==> config.mk <==
export PLATFORM = sky130hd
export DESIGN_NAME = sp_ram_rr_arbiter
export DESIGN_NICKNAME = d
export VERILOG_FILES = /design/src/rtl/sp_ram_rr_arbiter.sv
export SDC_FILE = /design/constraint.sdc
export NUM_CORES = 1
export LEC_CHECK = 0
export CAP_MARGIN = 20
export CORE_MARGIN = 1
export CORE_UTILIZATION = 33
export CTS_CLUSTER_DIAMETER = 100
export DETAILED_ROUTE_END_ITERATION = 10
export PLACE_DENSITY_LB_ADDON = 0.25
export SLEW_MARGIN = 15
export SYNTH_ARGS = -nofsm -noshare
export SYNTH_HDL_FRONTEND = slang
export SYNTH_SLANG_ARGS = --single-unit
==> constraint.sdc <==
create_clock -name clk -period 2.7 [get_ports clk]
set_input_delay 0.81 -clock clk [delete_from_list [all_inputs] [get_ports clk]]
set_output_delay 0.81 -clock clk [all_outputs]
set_load 0.02 [all_outputs]
==> src/rtl/sp_ram_rr_arbiter.sv <==
// Round-robin arbiter sharing one single-port register-file RAM among NREQ requesters.
// Clears the RAM after reset before it accepts traffic; read data returns one cycle later, tagged one-hot.
module sp_ram_rr_arbiter #(
  parameter int DW    = 8,
  parameter int WORDS = 16,
  parameter int NREQ  = 4,
  parameter int AW    = $clog2(WORDS)
) (
  input  logic               clk,
  input  logic               rst_n,
  input  logic [NREQ-1:0]    req_valid,
  output logic [NREQ-1:0]    req_ready,
  input  logic [NREQ-1:0]    req_we,
  input  logic [NREQ*AW-1:0] req_addr,
  input  logic [NREQ*DW-1:0] req_wdata,
  output logic [NREQ-1:0]    rsp_valid,
  output logic [DW-1:0]      rsp_rdata,
  output logic               ram_we,
  output logic [AW-1:0]      ram_addr,
  output logic [DW-1:0]      ram_din,
  input  logic [DW-1:0]      ram_qout,
  output logic               init_done
);

  localparam int PW = (NREQ > 1) ? $clog2(NREQ) : 1;

  typedef enum logic {INIT, RUN} state_t;

  state_t          state, state_next;
  logic [AW-1:0]   init_addr;
  logic [PW-1:0]   rr_ptr;
  logic [NREQ-1:0] rd_pend;
  logic            rd_oor;
  logic [DW-1:0]   rdata_last;

  logic            gnt_any;
  logic [PW-1:0]   gnt_idx;
  logic [NREQ-1:0] gnt_oh;
  logic [AW-1:0]   g_addr;
  logic [DW-1:0]   g_wdata;
  logic            g_we;
  logic            g_in_range;
  logic            xfer;

  // Cyclic first-valid search starting at rr_ptr.
  always_comb begin : grant_search
    int idx;
    // NOTE: every combinational output gets a default first so no path leaves it unassigned (no latch).
    idx     = 0;
    gnt_any = 1'b0;
    gnt_idx = '0;
    for (int k = 0; k < NREQ; k++) begin
      idx = (int'(rr_ptr) + k) % NREQ;
      if (!gnt_any && req_valid[PW'(idx)]) begin
        gnt_any = 1'b1;
        gnt_idx = PW'(idx);
      end
    end
  end

  assign gnt_oh     = gnt_any ? (NREQ'(1) << gnt_idx) : '0;
  assign g_addr     = req_addr[int'(gnt_idx)*AW +: AW];
  assign g_wdata    = req_wdata[int'(gnt_idx)*DW +: DW];
  assign g_we       = req_we[gnt_idx];
  assign g_in_range = int'(g_addr) < WORDS;
  assign xfer       = rst_n && (state == RUN) && gnt_any;

  always_comb begin
    state_next = state;
    req_ready  = '0;
    ram_we     = 1'b0;
    ram_addr   = '0;
    ram_din    = '0;
    if (rst_n) begin
      case (state)
        INIT: begin
          ram_we   = 1'b1;
          ram_addr = init_addr;
          if (init_addr == AW'(WORDS - 1)) state_next = RUN;
        end
        RUN: begin
          req_ready = gnt_oh;
          if (gnt_any) begin
            ram_addr = g_addr;
            ram_din  = g_wdata;
            ram_we   = g_we & g_in_range;
          end
        end
        default: state_next = INIT;
      endcase
    end
  end

  // NOTE: sequential state uses non-blocking assignments so every register samples pre-edge values.
  always_ff @(posedge clk) begin
    if (!rst_n) begin
      state      <= INIT;
      init_addr  <= '0;
      rr_ptr     <= '0;
      rd_pend    <= '0;
      rd_oor     <= 1'b0;
      rdata_last <= '0;
    end else begin
      state <= state_next;
      if (state == INIT) init_addr <= init_addr + 1'b1;
      rd_pend <= (xfer && !g_we) ? gnt_oh : '0;
      if (xfer && !g_we) rd_oor <= !g_in_range;
      if (xfer) rr_ptr <= (gnt_idx == PW'(NREQ - 1)) ? '0 : gnt_idx + 1'b1;
      if (|rsp_valid) rdata_last <= rsp_rdata;
    end
  end

  // NOTE: the RAM array itself has no reset; its contents are cleared by the INIT write sweep instead.
  // A read accepted just before reset is dropped, so the tag is masked while reset is asserted.
  assign rsp_valid = rd_pend & {NREQ{rst_n}};
  assign rsp_rdata = (|rsp_valid) ? (rd_oor ? '0 : ram_qout) : rdata_last;
  assign init_done = (state == RUN);

endmodule

==> run metrics <==
row cnt 24; initial core utilization 34.7%; Routed WL per cell 15.9 um; sequential power share 36.5%; # port buffers 95; vias in the first global route 1963; drt total wl 5960 um; Fillers 313; sw power 0.223 mW; VDD IR max 0.161 mV; largest net degree at the start of global routing 19; ANT nets after route 0; Worst-path clk slew 0.07 ns; register area share after synthesis 25.0%; Async SR Flop Fraction 0%; first-pass GRT wire length 9310 um; Hold Vio Cnt, Final 0; net switching share of the total power 28.2%; flip-flop and latch count after synthesis 19; Period minus WS final 3.13 ns; placed cells 352; met1 Use GR 29.7%; DR vias/cell 5.32; grt ovf 0; Critical Path Fanout Max 8; yosys warns 0; Ant. Diodes 0; internal power 0.568 mW; GR Layer Usage met3 2.89%; Non-Filler Instances 374; WP data arrival 2.32 ns; CTS max path bufs 2; Synth cell types 43; top_reg_cell synth dfxtp_1; Worst Skew 0.00311 ns; CTS tree built; Slew Limit Fails 0; met2 Track Usage GR 41.3%; share of layout cells above drive strength 1 44.7%; clock share of power 25.1%; fmax 319 MHz; Post-synth EDFFs 0; DRC viols 0; most numerous cell in the Yosys netlist nand2_1; busiest grt layer met2; final period utilization 116%; initial antenna violation count 0; # IOs 96; die height 69.9 um; worst path required time 1.89 ns; Hold WS 0.566 ns; failing checks setup timing; Final Net Count 394; Max-slew headroom 78.0%; Mapped Area 1520 um2; setup TNS -5.89 ns; clk root buf clkbuf_8; clock sinks 19; iteration count of the initial detailed-routing pass 4; DP HPWL 4190 um; critical path class in2out; max-cap violations 0; leakage power 1.36 nW; Initial DRC Count 93; GRT Util Overall 23.8%; die area 4890 um2; multi-input logic area 1350 um2; cell taking the most area after synthesis dfxtp_1; outcome finished, violations left; H-tree levels 1; Logic pwr share 38.4%; CTS hold repair buffers 0; Synth top cells by count 21 x nand2_1, 19 x dfxtp_1, 16 x and2_1; Die X 69.9 um; share of the synthesized area in the top cell type 25.0%; syn_area_per_cell 8.46 um2; Final Setup Violations 17; DR vias 1988; CP Launch Type primary input; Mapped Cells 180; worst-margin pin slew 0.330 ns; pre-CTS WS -1.34 ns; Mapped Nets 251; Final Power 0.791 mW; area delta synth->final 113%; Register Area 382 um2; PwrDens 244 nW/um2; Core Area 4380 um2; GPL Wtd Cong 0.840; Final Worst Setup Slack -0.432 ns; Worst Hold Class reg2reg; Worst setup EP type output port; RSZ-0062 raised after global routing true; clk_lat worst skew 0.26 ns; largest cells by area after synthesis dfxtp_1 25%, a211oi_1 6.9%, and2_1 6.6%; Num CTS Buffers 3
power groups by stage:
stage | sequential, mW | combinational (mW) | clock, mW
6_report | 0.289 | 0.304 | 0.198
3_3_place_gp | 0.295 | 0.253 | 0
2_1_floorplan | 0.294 | 0.107 | 0
4_1_cts | 0.289 | 0.289 | 0.206
5_1_grt | 0.289 | 0.322 | 0.210
3_5_place_dp | 0.295 | 0.258 | 0
placed cells by master (no fill, tap or decap), types with 3 or more instances in the layout:
master,instances
ha_2,3
buf_6,25
a211oi_1,5
nor2_4,3
clkdlybuf4s15_2,3
mux2_4,11
dlygate4sd2_1,4
a21boi_0,4
and2_4,4
dfxtp_1,18
buf_4,48
a21boi_1,8
and2_1,12
a221o_1,4
buf_2,4
nor2_1,7
clkdlybuf4s50_1,61
clkbuf_8,3
a311oi_2,8
o21ai_0,5
a211oi_2,9
nand2_1,19
nand3_1,8
through the flow:
stage          cell area (um2)  util, %
3_5_place_dp              2880     65.7
2_1_floorplan             1660        -
6_report                  3240     74.0
3_3_place_gp              2880     65.7
4_1_cts                   3150     71.9
5_1_grt                   3240     74.0
cell type report:
| cell class | instances | area share, % |
|---|---|---|
| Clock buffer | 4 | 1.39 |
| Sequential cell | 19 | 11.8 |
| Tap cell | 52 | 2.01 |
| Multi-Input combinational cell | 147 | 41.6 |
| Inverter | 4 | 0.694 |
| Timing Repair inverter | 1 | 0.154 |
| Timing Repair Buffer | 147 | 42.4 |
per-layer routing:
layer	share of wire, %	wire (um)	up-vias
met4	2.2	131	0
met2	53	3130	62
met3	3.4	203	12
met1	42	2490	957
li1	-	-	957
met5	0	0	-
logic make-up after synthesis:
family | count (synthesis) | share of synthesized area (%)
and+or+nand+nor | 67 | 22.8
AOI/OAI and AO/OA | 57 | 30.4
DFF | 19 | 25.0
buffers and inverters | 15 | 5.09
muxes | 14 | 10.8
adders and majority gates | 5 | 4.11
xor gates and xnor gates | 3 | 1.73
worst max-delay path, cell delays in order:
cell and delay (ns):
buf_8 0.10, buf_6 0.11, or4_4 0.59, nand3_4 0.18, nor2_4 0.04, a221o_1 0.33, buf_6 0.14
what timing repair did:
action                     in CTS  in global routing
cloned                          2                  1
setup endpoints to repair      29                 22
setup buffers                  13                  4
resized for setup             199                 17
pin swaps                      20                 12
flip-flops by register name, indices dropped and copies added, names as in the netlist:
register,cells
rr_ptr,2
rdata_last,8
init_done,1
rd_pend,4
init_addr,4
final timing paths:
kind / end / cells past startpoint / startpoint / slack, ns
worst max-delay path: ram_addr[3] / 7 / req_valid[0] / -0.43
worst min-delay path: init_done$_SDFF_PN0_ / 2 / init_addr[3]$_SDFFE_PN0N_ / 0.57
worst max register to register: rd_pend[0]$_SDFF_PN0_ / 8 / rr_ptr[1]$_SDFFE_PN0N_ / 0.81
worst min register to register: init_done$_SDFF_PN0_ / 2 / init_addr[3]$_SDFFE_PN0N_ / 0.57
No activity file was read; power rests on OpenSTA's default activity.
